File: src/rtl/reg_bus_arbiter.sv
// Two-requester register-bus arbiter: round-robin grant, one-cycle strobe, one-cycle ack.
// Optional 16-bit pair lock enabled by defining REG_ARB_LOCK16_EN.
module reg_bus_arbiter #(
    parameter int unsigned LOCK_TIMEOUT = 16
) (
    input  logic       clk,
    input  logic       rst_n,
    input  logic       a_req,
    input  logic       a_wr,
    input  logic [5:0] a_addr,
    input  logic [7:0] a_wdata,
    output logic       a_ack,
    output logic [7:0] a_rdata,
    input  logic       b_req,
    input  logic       b_wr,
    input  logic [5:0] b_addr,
    input  logic [7:0] b_wdata,
    output logic       b_ack,
    output logic [7:0] b_rdata,
    output logic       bus_read,
    output logic       bus_write,
    output logic [5:0] bus_addr,
    output logic [7:0] bus_wdata,
    input  logic [7:0] bus_rdata,
    output logic       busy,
    output logic       lock_active
);

    if (LOCK_TIMEOUT < 1 || LOCK_TIMEOUT > 255) begin : g_bad_timeout
        $error("LOCK_TIMEOUT must be within 1..255");
    end

    typedef enum logic [1:0] {
        IDLE,
        ISSUE,
        DONE
    } state_t;

    state_t     state;
    state_t     state_nx;

    logic       ptr;
    logic       win;
    logic       cmd_wr;
    logic [5:0] cmd_addr;
    logic [7:0] cmd_wdata;

    logic       elig_a;
    logic       elig_b;
    logic       grant_a;
    logic       grant_b;
    logic       grant_any;
    logic       sel_wr;
    logic [5:0] sel_addr;
    logic [7:0] sel_wdata;

`ifdef REG_ARB_LOCK16_EN
    localparam logic [7:0] CNT_LAST = 8'(LOCK_TIMEOUT - 1);

    logic       lock_q;
    logic       lock_owner;
    logic [5:0] lock_hi;
    logic [7:0] lock_cnt;
    logic       owner_req;
    logic       lock_hit;

    assign owner_req   = lock_owner ? b_req : a_req;
    assign lock_hit    = sel_wr && (sel_addr == 6'h00 ||
                                    sel_addr == 6'h03 ||
                                    sel_addr == 6'h05);
    assign elig_a      = a_req && (!lock_q || !lock_owner);
    assign elig_b      = b_req && (!lock_q || lock_owner);
    assign lock_active = lock_q;

    // Lock owner tracking: set on a low-half write, cleared by the high half or by idle timeout
    always_ff @(posedge clk or negedge rst_n) begin
        if (!rst_n) begin
            lock_q     <= 1'b0;
            lock_owner <= 1'b0;
            lock_hi    <= '0;
            lock_cnt   <= '0;
        end else if (state == IDLE && grant_any && lock_hit) begin
            lock_q     <= 1'b1;
            lock_owner <= grant_b;
            lock_hi    <= sel_addr + 6'd1;
            lock_cnt   <= '0;
        end else if (state == DONE && lock_q &&
                     win == lock_owner && cmd_addr == lock_hi) begin
            lock_q   <= 1'b0;
            lock_cnt <= '0;
        end else if (state == IDLE && lock_q && !owner_req) begin
            if (lock_cnt == CNT_LAST) begin
                lock_q   <= 1'b0;
                lock_cnt <= '0;
            end else begin
                lock_cnt <= lock_cnt + 8'd1;
            end
        end else begin
            lock_cnt <= '0;
        end
    end
`else
    assign elig_a      = a_req;
    assign elig_b      = b_req;
    assign lock_active = 1'b0;
`endif

    // Grant selection: the pointer only breaks ties between two eligible requests
    always_comb begin
        grant_a = 1'b0;
        grant_b = 1'b0;
        if (elig_a && elig_b) begin
            grant_a = !ptr;
            grant_b = ptr;
        end else begin
            grant_a = elig_a;
            grant_b = elig_b;
        end
    end

    assign grant_any = grant_a || grant_b;
    assign sel_wr    = grant_b ? b_wr    : a_wr;
    assign sel_addr  = grant_b ? b_addr  : a_addr;
    assign sel_wdata = grant_b ? b_wdata : a_wdata;

    // State register
    always_ff @(posedge clk or negedge rst_n) begin
        if (!rst_n) begin
            state <= IDLE;
        end else begin
            state <= state_nx;
        end
    end

    // Next-state logic and decoded bus/ack outputs
    always_comb begin
        state_nx  = state;
        bus_read  = 1'b0;
        bus_write = 1'b0;
        bus_addr  = '0;
        bus_wdata = '0;
        a_ack     = 1'b0;
        b_ack     = 1'b0;
        unique case (state)
            IDLE: begin
                if (grant_any) begin
                    state_nx = ISSUE;
                end
            end
            ISSUE: begin
                state_nx  = DONE;
                bus_read  = !cmd_wr;
                bus_write = cmd_wr;
                bus_addr  = cmd_addr;
                bus_wdata = cmd_wdata;
            end
            DONE: begin
                state_nx = IDLE;
                a_ack    = !win;
                b_ack    = win;
            end
            default: begin
                state_nx = IDLE;
            end
        endcase
    end

    assign busy = (state != IDLE);

    // Command latch at grant, pointer update, and read-data capture at the strobe
    always_ff @(posedge clk or negedge rst_n) begin
        if (!rst_n) begin
            ptr       <= 1'b0;
            win       <= 1'b0;
            cmd_wr    <= 1'b0;
            cmd_addr  <= '0;
            cmd_wdata <= '0;
            a_rdata   <= '0;
            b_rdata   <= '0;
        end else begin
            if (state == IDLE && grant_any) begin
                win       <= grant_b;
                ptr       <= !grant_b;
                cmd_wr    <= sel_wr;
                cmd_addr  <= sel_addr;
                cmd_wdata <= sel_wdata;
            end
            if (state == ISSUE && !cmd_wr) begin
                if (win) begin
                    b_rdata <= bus_rdata;
                end else begin
                    a_rdata <= bus_rdata;
                end
            end
        end
    end

endmodule

File: config.mk
export PLATFORM = sky130hd
export DESIGN_NAME = reg_bus_arbiter
export DESIGN_NICKNAME = d
export VERILOG_FILES = /design/src/rtl/reg_bus_arbiter.sv
export SDC_FILE = /design/constraint.sdc
export NUM_CORES = 1
export LEC_CHECK = 0
export CELL_PAD_IN_SITES_DETAIL_PLACEMENT = 0
export CELL_PAD_IN_SITES_GLOBAL_PLACEMENT = 1
export CORE_MARGIN = 2
export CORE_UTILIZATION = 31
export CTS_CLUSTER_SIZE = 16
export DETAILED_ROUTE_END_ITERATION = 12
export MAX_ROUTING_LAYER = met4
export PLACE_DENSITY = 0.91
export SLEW_MARGIN = 25
export SYNTH_ARGS = -nofsm -noshare
export SYNTH_HDL_FRONTEND = slang
export SYNTH_SLANG_ARGS = --single-unit
File: constraint.sdc
create_clock -name clk -period 1.9 [get_ports clk]
set_clock_uncertainty 0.05 [all_clocks]
set_input_delay 0.38 -clock clk [delete_from_list [all_inputs] [get_ports clk]]
set_output_delay 0.38 -clock clk [all_outputs]
set_load 0.01 [all_outputs]
==> results of run 1 <==
-- sequential cells by signal (all words and copies together) (netlist names) --
register,count
a_rdata,8
b_rdata,8
cmd_wdata,8
cmd_addr,6
state,2
cmd_wr,1
ptr,1
win,1
-- worst max-delay path: cells and delay by family, from the launching register on --
family / cells / cell delay [ns]
simple gates: 2 / 0.29
flops: 1 / 0.37
buf+inv: 2 / 0.40
-- per-stage QoR --
step | setup slack (ns) | utilization (%)
after floorplan | 0.310 | -
after global placement | 0.0752 | 47.6
after detailed placement | 0.0503 | 47.6
after CTS | 0.0239 | 48.8
after global routing | 0.0302 | 47.9
final | 0.117 | 47.9
-- Yosys cell counts --
cell,number
buf_6,4
o32ai_2,1
nor2_2,1
dfrtp_1,35
a31oi_1,8
inv_1,3
inv_2,1
conb_1,1
nand2b_1,2
buf_4,1
or2_1,1
clkbuf_1,7
nor2b_1,1
a21oi_1,16
and2_1,15
nor3_4,2
and2_4,1
nand3_1,15
nor2_1,1
o21ai_0,15
a31oi_2,8
mux2_2,16
nor3b_1,2
-- final cells by class --
| type | instances | area share [%] |
|---|---|---|
| clock buffers | 6 | 3.15 |
| clock inverters | 1 | 0.191 |
| inverters | 4 | 0.573 |
| multi-input cells | 106 | 29.2 |
| flip-flops and latches | 35 | 33.4 |
| well taps | 72 | 3.44 |
| repair buffers | 90 | 30.0 |
-- per-layer routing --
layer  up-vias  part of all wire, %  routed length, um  GRT usage, %
met4         0                  1.7                 72          6.21
met3         7                  6.1                263          3.86
li1        732                    -                  -             -
met5         -                    0                  0             -
met2        58                   50               2150          27.5
met1       683                   43               1850          16.6
-- what timing repair did --
item / 4_1_cts / 5_1_grt
resized for setup: 20 / 28
hold endpoints to repair: 0 / 0
endpoints found under the setup margin: 19 / 14
hold buffers: 0 / 0
-- path summary, 6_finish.rpt --
| check | start | end | slack (ns) | cells past startpoint |
|---|---|---|---|---|
| setup / recovery | state[1] | bus_wdata[6] | 0.12 | 4 |
| hold / removal | rst_n | cmd_wdata[7] | 0.12 | 1 |
| setup reg to reg | state[1] | a_rdata[5] | 0.26 | 4 |
| hold reg to reg | a_rdata[4] | a_rdata[4] | 0.46 | 1 |
| max in group asynchronous | rst_n | b_rdata[0] | 1.17 | 1 |
| min in group clk | a_rdata[4] | a_rdata[4] | 0.46 | 1 |
-- where the power goes --
| part | internal [uW] | switching [uW] |
|---|---|---|
| Combinational | 1100 | 941 |
| Sequential | 1130 | 211 |
| Clock | 284 | 252 |
-- kinds of logic (layout without fill, tap and decap cells) --
| kind of cell | after synthesis | after routing |
|---|---|---|
| flops | 35 | 35 |
| buf+inv | 16 | 101 |
| compound gates | 48 | 48 |
| other cells | 1 | 1 |
| simple gates | 41 | 41 |
| mux | 16 | 16 |
==> flow_summary.json, run 1 <==
{
  "critical_path_class": "register to primary output",
  "core_area_um2": 5470,
  "grt_max_degree": 36,
  "synth-xor-area-share_pct": 0,
  "initial_core_util_pct": 31.7,
  "fin_setup_tns_ns": 0,
  "status": "complete, no violations",
  "whs_ns": 0.123,
  "nNetsFinal": 284,
  "first_iter_violations": 36,
  "grt_usage_pct": 15.5,
  "num_antenna_cells": 0,
  "setup_viol": 0,
  "routed_wl_um": 4330,
  "cp_max_fo": 4,
  "ant_nets": 0,
  "placed_area_um2": 2610,
  "clkTransAtPathRegs_ns": 0.07,
  "routabilityCongestion": 0.697,
  "cp_data_arrival_time_ns": 1.35,
  "synth_nets": 199,
  "yosys_register_bits": 35,
  "synth.area.mux_share_pct": 10.4,
  "mostFrequentLayoutCells": "56 x clkdlybuf4s50_1, 35 x dfrtp_1, 16 x mux2_2, 16 x a21oi_1",
  "synth_cells": 157,
  "synth_area_leaders": "dfrtp_1 50%, mux2_2 10%, a31oi_2 5.8%, and2_1 5.4%, a21oi_1 4.6%",
  "numCtsBuffers": 5,
  "synth.distinct_cells": 23,
  "clkLatencyLatePin_ns": 0.28,
  "synth_compound_area_share_pct": 18.5,
  "synthToLayoutAreaGrowth_pct": 50.9,
  "cts-root-buf": "clkbuf_8",
  "start_kind": "register",
  "dp_hpwl_um": 3210,
  "fillers": 545,
  "cts_buffer_depth": 2,
  "rows": 27,
  "rsz0062_at_grt": "no",
  "grt_remaining_overflow": 0,
  "stdcell_count": 314,
  "fmax_mhz": 561,
  "antenna_found_initial": 0,
  "critical_path.max_stage_delay_ns": 0.37,
  "io_buffer_count": 76,
  "grt_first_pass_wirelength_um": 7080,
  "postCtsSetupBuffers": 0,
  "pin_count": 78,
  "vias": 1480,
  "crit_required_ns": 1.47,
  "clkSinkCount": 35,
  "peakVddDrop_mv": 0.472,
  "regArea_um2": 876,
  "slew_headroom_pct": 47.3,
  "die_h_um": 78.8,
  "p_leak_uw": 0.00109,
  "hold_violations": 0,
  "dr.pass1.iters": 4,
  "yosysTopAreaCell": "dfrtp_1",
  "drive_gt1_share_pct": 27.7,
  "synth-simple-area-share_pct": 15.0,
  "slowest_stage": "dfrtp_1",
  "fin_crit_sh_pct": 93.8,
  "totalPowerFinal_uw": 3910,
  "multiInputGateArea_um2": 766,
  "synth_area_per_cell_um2": 11.1,
  "grt_pass1_vias": 1511,
  "hold_path_class": "primary input to async pin",
  "synth_seq_area_share_pct": 50.5,
  "route.detailed.drc": 0,
  "synth-adder-area-share_pct": 0,
  "tightest_slew_ns": 0.790,
  "dieArea_um2": 6210,
  "h-tree-depth": 2,
  "crit_chain": "nand2b_1 > inv_2 > and2_1 > dlygate4sd2_1",
  "p_per_area_nw_per_um2": 1490,
  "synth_top_area_share_pct": 50.5,
  "final_common_cell": "clkdlybuf4s50_1",
  "die_width_um": 78.8,
  "maxCapViolCount": 0,
  "avgViaCountPerCell": 4.71,
  "yosysWarnings": 0,
  "slew_viol_final": 0,
  "dp.cells": 307,
  "wire_per_inst_um": 13.8,
  "cts_tree": "built",
  "synth_area_um2": 1740,
  "final_area_um2": 2620,
  "synth_top_family_by_area": "compound AO/OA/AOI/OAI gates",
  "endpoint_kind": "primary output",
  "finalCriticalPeriod_ns": 1.78
}
(Power assumes the default switching activity.)
==> run 2, diff against run 1 <==
GPL_ROUTABILITY_DRIVEN = 1   (was not set)
==> results of run 2 <==
No change in the layout: final DEF, timing and power equal those of run 1.
